==> src/rtl/hazard_ctrl_pkg.sv <==
// Shared pipeline definitions for the hazard controller: FSM encodings and register-index constants.
package hazard_ctrl_pkg;

   localparam int REG_W = 6;
   localparam logic [REG_W-1:0] REG_ZERO = '0;

   typedef enum logic [1:0] {
      RUN         = 2'd0,
      LOAD_BUBBLE = 2'd1,
      BR_SHADOW   = 2'd2,
      MEM_WAIT    = 2'd3
   } hazard_state_e;

endpackage

==> src/rtl/hazard_ctrl_sat_counter.sv <==
// Saturating up-counter with a synchronous clear; clear has priority over increment.
module sat_counter #(
   parameter int CNT_W = 16
) (
   input  logic             clk_i,
   input  logic             inc_i,
   input  logic             clr_i,
   output logic [CNT_W-1:0] count_o
);

   logic [CNT_W-1:0] cnt_q;
   logic [CNT_W-1:0] cnt_d;

   always_comb begin
      cnt_d = cnt_q;
      if (inc_i && (cnt_q != {CNT_W{1'b1}})) begin
         cnt_d = cnt_q + 1'b1;
      end
   end

   always_ff @(posedge clk_i) begin
      if (clr_i) begin
         cnt_q <= '0;
      end else begin
         cnt_q <= cnt_d;
      end
   end

   assign count_o = cnt_q;

endmodule

==> src/rtl/hazard_ctrl.sv <==
// Pipeline hazard/flush controller: load-use bubbles, taken-branch flush shadow and memory freeze,
// with saturating stall-cycle and flush-event counters.
module hazard_ctrl #(
   parameter int REG_W        = 6,
   parameter int FLUSH_CYCLES = 1,
   parameter int CNT_W        = 16
) (
   input  logic             clk,
   input  logic             rst,
   input  logic [REG_W-1:0] id_rs1,
   input  logic [REG_W-1:0] id_rs2,
   input  logic             id_uses_rs1,
   input  logic             id_uses_rs2,
   input  logic [REG_W-1:0] ex_rd,
   input  logic             ex_mem_read,
   input  logic             ex_br_taken,
   input  logic             mem_busy,
   output logic             pc_stall,
   output logic             if_id_stall,
   output logic             if_id_flush,
   output logic             id_ex_stall,
   output logic             id_ex_flush,
   output logic             ex_mem_stall,
   output logic [CNT_W-1:0] stall_cnt,
   output logic [CNT_W-1:0] flush_cnt
);

   import hazard_ctrl_pkg::*;

   hazard_state_e state_q, state_d;
   logic [2:0]    shadow_q, shadow_d;

   logic load_use;
   logic in_shadow;
   logic flush_evt;
   logic pc_stall_c, if_id_stall_c, if_id_flush_c;
   logic id_ex_stall_c, id_ex_flush_c, ex_mem_stall_c;

   assign load_use = ex_mem_read && (ex_rd != REG_W'(REG_ZERO)) &&
                     ((id_uses_rs1 && (id_rs1 == ex_rd)) || (id_uses_rs2 && (id_rs2 == ex_rd)));

   // A freeze that interrupted the branch shadow leaves a non-zero count behind; resume from it.
   assign in_shadow = (state_q == BR_SHADOW) || ((state_q == MEM_WAIT) && (shadow_q != 3'd0));

   always_comb begin
      state_d        = state_q;
      shadow_d       = shadow_q;
      flush_evt      = 1'b0;
      pc_stall_c     = 1'b0;
      if_id_stall_c  = 1'b0;
      if_id_flush_c  = 1'b0;
      id_ex_stall_c  = 1'b0;
      id_ex_flush_c  = 1'b0;
      ex_mem_stall_c = 1'b0;
      if (mem_busy) begin
         pc_stall_c     = 1'b1;
         if_id_stall_c  = 1'b1;
         id_ex_stall_c  = 1'b1;
         ex_mem_stall_c = 1'b1;
         state_d        = MEM_WAIT;
      end else if (ex_br_taken) begin
         if_id_flush_c = 1'b1;
         id_ex_flush_c = 1'b1;
         flush_evt     = 1'b1;
         if (FLUSH_CYCLES > 1) begin
            shadow_d = 3'(FLUSH_CYCLES - 1);
            state_d  = BR_SHADOW;
         end else begin
            shadow_d = 3'd0;
            state_d  = RUN;
         end
      end else if (in_shadow) begin
         if_id_flush_c = 1'b1;
         id_ex_flush_c = 1'b1;
         shadow_d      = shadow_q - 3'd1;
         state_d       = (shadow_q == 3'd1) ? RUN : BR_SHADOW;
      end else if (load_use && (state_q != LOAD_BUBBLE)) begin
         pc_stall_c    = 1'b1;
         if_id_stall_c = 1'b1;
         id_ex_flush_c = 1'b1;
         state_d       = LOAD_BUBBLE;
      end else begin
         state_d = RUN;
      end
   end

   always_ff @(posedge clk) begin
      if (rst) begin
         state_q  <= RUN;
         shadow_q <= 3'd0;
      end else begin
         state_q  <= state_d;
         shadow_q <= shadow_d;
      end
   end

   assign pc_stall     = pc_stall_c & ~rst;
   assign if_id_stall  = if_id_stall_c & ~rst;
   assign if_id_flush  = if_id_flush_c & ~rst;
   assign id_ex_stall  = id_ex_stall_c & ~rst;
   assign id_ex_flush  = id_ex_flush_c & ~rst;
   assign ex_mem_stall = ex_mem_stall_c & ~rst;

   sat_counter #(.CNT_W(CNT_W)) u_stall_cnt (
      .clk_i   (clk),
      .inc_i   (pc_stall),
      .clr_i   (rst),
      .count_o (stall_cnt)
   );

   sat_counter #(.CNT_W(CNT_W)) u_flush_cnt (
      .clk_i   (clk),
      .inc_i   (flush_evt & ~rst),
      .clr_i   (rst),
      .count_o (flush_cnt)
   );

endmodule

==> config.mk <==
export PLATFORM = sky130hd
export DESIGN_NAME = hazard_ctrl
export DESIGN_NICKNAME = d
export VERILOG_FILES = /design/src/rtl/hazard_ctrl_pkg.sv /design/src/rtl/hazard_ctrl_sat_counter.sv /design/src/rtl/hazard_ctrl.sv
export SDC_FILE = /design/constraint.sdc
export NUM_CORES = 1
export LEC_CHECK = 0
export ABC_AREA = 1
export ABC_CLOCK_PERIOD_IN_PS = 4400
export CAP_MARGIN = 20
export CORE_MARGIN = 2
export CORE_UTILIZATION = 50
export CTS_CLUSTER_DIAMETER = 150
export CTS_CLUSTER_SIZE = 20
export DETAILED_ROUTE_END_ITERATION = 12
export PLACE_DENSITY = 0.86
export SYNTH_ARGS = -nofsm -noshare
export SYNTH_HDL_FRONTEND = slang
export SYNTH_SLANG_ARGS = --single-unit
export TNS_END_PERCENT = 10
==> constraint.sdc <==
create_clock -name clk -period 4.4 [get_ports clk]
set_clock_uncertainty 0.1 [all_clocks]
set_input_delay 1.32 -clock clk [delete_from_list [all_inputs] [get_ports clk]]
set_output_delay 1.32 -clock clk [all_outputs]
set_load 0.01 [all_outputs]
==> results.ini, run 1 <==
[cts]
cts_tree=yes
cts.clk_slew.worst_paths_ns=0.06
htreeDepth=2
clock_path_buffers=2
cts_buffers=5
cts_root_buf=clkbuf_8
cts_setup_buffers=0
clk_latency_ns=0.30
postCtsHoldBufs=0
clkSinkCount=37

[power_and_ir_drop]
power_switching_uw=179
p_seq_share_pct=49.8
max-vdd-ir-drop_v=0.000167
swShare_pct=25.7
intPower_uw=516
combPwrFrac_pct=15.2
p_clk_share_pct=34.9
leakage_nw=1.18
powerDensity_mw_per_mm2=219

[final_layout]
syn_to_final_growth_pct=32.4
drive_gt1_share_pct=8.74
instances_no_fill=489
nFillCells=412
layout_commonest_cell=nand2_1
final_cell_mix=89 x nand2_1, 59 x clkdlybuf4s50_1, 46 x inv_1, 45 x nor2_1, 37 x dfxtp_1
insertedDiodeCount=0
utilization_pct=67.9
final_nets=465

[worst_setup_path]
worstRegToRegCells=7
slowest_delay_ns=0.53
worst-path-stages=12
slowest_stage=clkdlybuf4s50_1
worst-path-buf-inv=4
crit_required_ns=2.98
worstSetupEndpointType=output pin
start_kind=primary input
reg2reg_from=u_stall_cnt.count_o[0]
path_cells=clkdlybuf4s50_1 > inv_2 > nand2_1 > nand2_1 > clkinv_1 > nand2_1 > nor2_1 > nand2_1 > nand2_1 > nand2_2 > a21boi_1 > clkdlybuf4s15_1
crit_start=ex_rd[1]
crit_arrival_ns=2.81
cp_max_fo=4
critPathMostFrequentCell=nand2_1
critPathKind=primary input to output pin
crit_family=buffers and inverters

[sta]
setup_viol=0
final.min_clock_period_ns=4.23
finalCritPeriodShare_pct=96.1
slew-limit-headroom_pct=69.6
final_max_slew_viol_count=0
fin_tns_setup_ns=0
finalHoldViolCount=0
holdWs_ns=0.392
timing.final.ws_setup_ns=0.172
rsz0062_at_grt=true
worst_pin_slew_ns=0.452
max_freq_ghz=0.237

[detailed_routing]
drt_iter0_drc=173
vias=2614
drt_pass1_iterations=5
drc=0
finalWirelength_microns=5960
via_per_inst=5.35
post_drt_wl_per_cell_microns=12.2
ant_nets=0

[hold_path]
whs_path_depth=2
min_from=shadow_q[0]
hp-class=flip-flop to flip-flop

[yosys]
synth_area_leaders=dfxtp_1 31%, nand2_1 14%, inv_1 7.2%
yosys.area.top_type=dfxtp_1
syn_area_per_cell_sq_um=6.50
netlist_area_sq_mm=0.00239
synth_fp_nets=398
syn_inst=368
yosysWarnings=0
synth-seq-cells=37
yosysUniqueCellTypes=36
synth.top_cell.area_share_pct=31.0
ys_seq_area_share_pct=31.0

[placed_design]
gp_congestion=0.924
dp_cells=482
post-place-ws_ns=-0.202
hpwl_microns=4450
port_buffers=62

[grt]
grt_pass1_vias=2266
antenna_found_initial=0
grt_pass1_wl_microns=9750
grt_max_degree=21
overflow=0
grt.total_usage_pct=22.9

[job]
cap_violations=0

[floorplanning]
dieHeight_microns=73.2
ios=63
die_x_microns=73.2
core_sq_mm=0.00466
rows=25
start_util_pct=51.3
dieArea_sq_mm=0.00535

[run_status]
status=complete, no violations

path summary, 6_finish.rpt:
check	endpoint	slack, ns
min	shadow_q[0]	0.39
min reg2reg	shadow_q[0]	0.39
max	pc_stall	0.17
max reg2reg	u_stall_cnt.count_o[2]	2.24
synthesized netlist by cell type:
cell / count
nand2_1: 89
o21ai_1: 3
nand2_2: 1
nor2_1: 45
nand3_1: 23
inv_2: 6
a21oi_2: 8
nor3_1: 8
nand2_4: 1
buf_1: 1
clkinv_1: 2
xnor2_1: 5
o32ai_1: 1
inv_1: 46
a31oi_1: 1
nor2_2: 1
xor2_1: 13
and3_1: 1
a21boi_0: 2
a21boi_1: 1
ha_1: 5
buf_6: 1
clkbuf_1: 3
nand4_1: 19
dfxtp_1: 37
a211oi_1: 1
nor3_2: 2
o21ai_0: 10
nand3_4: 1
o22ai_1: 2
nor4_1: 2
buf_4: 4
o211ai_1: 1
nand3_2: 1
a21oi_1: 19
buf_2: 2
worst reg2reg max path: cells and delay by family, from the launching register on:
family | cells | cell delay (ns)
DFF | 1 | 0.42
AOI/OAI and AO/OA | 1 | 0.13
and+or+nand+nor | 5 | 1.20
adders and majority gates | 1 | 0.25
cell families after synthesis:
group                      after synthesis  share of synthesized area (%)
adders and majority gates                5                           2.62
xor gates and xnor gates                18                           6.59
AOI/OAI and AO/OA                       49                           12.3
and+or+nand+nor                        194                           36.2
DFF                                     37                           31.0
buffers and inverters                   65                           11.2
through the flow:
step | area, sq um | power, mW
after floorplan | 2390 | 0.411
after global placement | 3080 | 0.457
after detailed placement | 3080 | 0.460
after CTS | 3160 | 0.698
after global routing | 3170 | 0.727
final | 3170 | 0.694
power by group through the flow:
stage / Clock, mW / Combinational (mW) / Sequential (mW)
finish: 0.243 / 0.106 / 0.346
global route: 0.261 / 0.119 / 0.347
CTS: 0.247 / 0.105 / 0.346
detailed placement: 0 / 0.106 / 0.354
global placement: 0 / 0.103 / 0.354
floorplan: 0 / 0.0576 / 0.354
registers in the layout (all words and copies together) (netlist names):
name / flops
state_q: 2
u_flush_cnt.count_o: 16
u_stall_cnt.count_o: 16
shadow_q: 3
repair_timing:
| item | 4_1_cts | 5_1_grt |
|---|---|---|
| gates resized for setup | 3 | 6 |
| pin swaps | 0 | 0 |
| hold endpoints to repair | 0 | 0 |
| setup endpoints to repair | 3 | 4 |
cell type report:
type	instances	area [sq um]	area share (%)
multi-input cells	266	1390	43.8
flip-flops and latches	37	741	23.4
repair buffers	71	683	21.6
inverters	54	203	6.40
clock buffers	7	86.3	2.73
well taps	54	67.6	2.13
layer usage:
layer | track usage, % | vias up | part of all wire, %
li1 | - | 1325 | -
met1 | 30.0 | 1183 | 45
met2 | 36.4 | 98 | 47
met3 | 4.97 | 8 | 6.7
met4 | 9.05 | 0 | 1.2
met5 | 0 | - | 0
Power figures use the tool's default switching activity.
==> run 2: changes to the inputs <==
CELL_PAD_IN_SITES_DETAIL_PLACEMENT = 2   (was unset)
CELL_PAD_IN_SITES_GLOBAL_PLACEMENT = 2   (was unset)
CORE_UTILIZATION = 27   (was 50)
PLACE_DENSITY = 0.88   (was 0.86)
==> run 2 against run 1 <==
Clock-buffer cell count stayed put. Via count is 1.8% higher. Utilization is 30 points lower. Sequential cell count stayed put. Sequential power hardly changed. Combinational power is 8% higher. Total power is 5.8% higher. Largest cell class unchanged. Highest routed layer unchanged.
==> results.ini, run 2 (same netlist as run 1, synthesis figures left out) <==
[placed_design]
dp_cells=537
gp_congestion=0.792
hpwl_microns=6590
post-place-ws_ns=-0.341
port_buffers=62

[grt]
grt_pass1_wl_microns=14700
antenna_found_initial=0
grt.total_usage_pct=18.5
grt_max_degree=20
grt_pass1_vias=2980
overflow=0

[power_and_ir_drop]
leakage_nw=1.20
finalPower_uw=735
powerDensity_mw_per_mm2=225
swShare_pct=27.3
p_seq_share_pct=47.2
intPower_uw=534
p_clk_share_pct=37.3
power_switching_uw=200
max-vdd-ir-drop_v=0.0000836
combPwrFrac_pct=15.5

[worst_setup_path]
worstSetupEndpointType=output pin
start_kind=primary input
crit_start=ex_rd[2]
crit_arrival_ns=2.86
reg2reg_from=u_stall_cnt.count_o[0]
critPathKind=primary input to output pin
cp_max_fo=4
crit_required_ns=2.98

[sta]
worst_pin_slew_ns=0.490
setup_viol=0
max_freq_ghz=0.234
final_max_slew_viol_count=0
finalHoldViolCount=0
fin_tns_setup_ns=0
slew-limit-headroom_pct=67.1
rsz0062_at_grt=true
timing.final.ws_setup_ns=0.121
final.min_clock_period_ns=4.28
finalCritPeriodShare_pct=97.2

[cts]
clock_path_buffers=2
cts_setup_buffers=0
cts_tree=yes
clkSinkCount=37
cts_buffers=5
cts.clk_slew.worst_paths_ns=0.07
htreeDepth=2
clk_latency_ns=0.30
cts_root_buf=clkbuf_8

[floorplanning]
dieArea_sq_mm=0.00963
start_util_pct=27.7
ios=63
die_x_microns=98.1
core_sq_mm=0.00864
dieHeight_microns=98.1
rows=34

[detailed_routing]
vias=2662
ant_nets=0
drc=0
post_drt_wl_per_cell_microns=16.1
drt_pass1_iterations=7
drt_iter0_drc=65
via_per_inst=4.88
finalWirelength_microns=8780

[final_layout]
layout_commonest_cell=nand2_1
instances_no_fill=545
final_cell_mix=89 x nand2_1, 57 x clkdlybuf4s50_1, 46 x inv_1, 45 x nor2_1, 37 x dfxtp_1
drive_gt1_share_pct=9.61
insertedDiodeCount=0
syn_to_final_growth_pct=36.3
final_nets=466

[job]
cap_violations=0

[hold_path]
hp-class=flip-flop to flip-flop
min_from=u_flush_cnt.count_o[15]

[run_status]
status=complete, no violations

==> run 2: stage by stage <==
stage                     hold slack (ns)  utilization [%]  instance area [sq um]
final                               0.403             37.8                   3260
after global routing                0.446             37.8                   3260
after CTS                           0.409             37.7                   3250
after detailed placement            0.394             36.6                   3160
after global placement              0.371             36.6                   3160
after floorplan                     0.358                -                   2390
==> run 2: worst max-delay path: stages <==
cell and delay [ns]:
clkdlybuf4s50_1 0.56, xnor2_1 0.14, nand2_1 0.07, nor2_1 0.10
nand2_1 0.07, nand2_1 0.09, nand2_2 0.08, a21boi_2 0.16
clkdlybuf4s15_1 0.26
==> run 2: worst paths after layout <==
| kind | endpoint | slack, ns | cells past startpoint |
|---|---|---|---|
| setup / recovery | if_id_stall | 0.12 | 9 |
| hold / removal | u_flush_cnt.count_o[15] | 0.40 | 2 |
| setup reg to reg | u_stall_cnt.count_o[9] | 1.99 | 7 |
| hold reg to reg | u_flush_cnt.count_o[15] | 0.40 | 2 |
==> run 2: power by group through the flow <==
stage                     Sequential, mW  Clock (mW)  Combinational, mW
final                              0.347       0.274              0.114
after floorplan                    0.354           0             0.0576
after global placement             0.354           0              0.109
after detailed placement           0.355           0              0.115
after CTS                          0.347       0.284              0.115
after global routing               0.348       0.293              0.128
==> run 2: layout make-up <==
class | instances | area [sq um]
fill | 1051 | 5370
multi-input combinational | 266 | 1390
sequential | 37 | 741
timing repair buffer | 72 | 692
inverter | 54 | 203
tap | 108 | 135
clock buffer | 7 | 96.3
clock inverter | 1 | 5.00
==> run 2: routing by layer <==
layer	share of wire, %	track usage, %	wire, microns	up-vias
li1	-	-	-	1318
met1	45	23.2	3980	1288
met2	51	33.4	4450	46
met3	2.3	1.93	203	10
met4	1.6	5.69	140	0
met5	0	0	0	-
==> run 2: timing repair <==
| action | CTS | global route |
|---|---|---|
| hold buffers | 0 | 0 |
| resized for setup | 5 | 7 |
| endpoints found under the setup margin | 3 | 4 |
| gates cloned | 0 | 0 |
==> run 3: changes to the inputs <==
CTS_CLUSTER_DIAMETER = 40   (was 150)
==> results of run 3 <==
Final layout, timing and power as in run 2 (identical DEF).
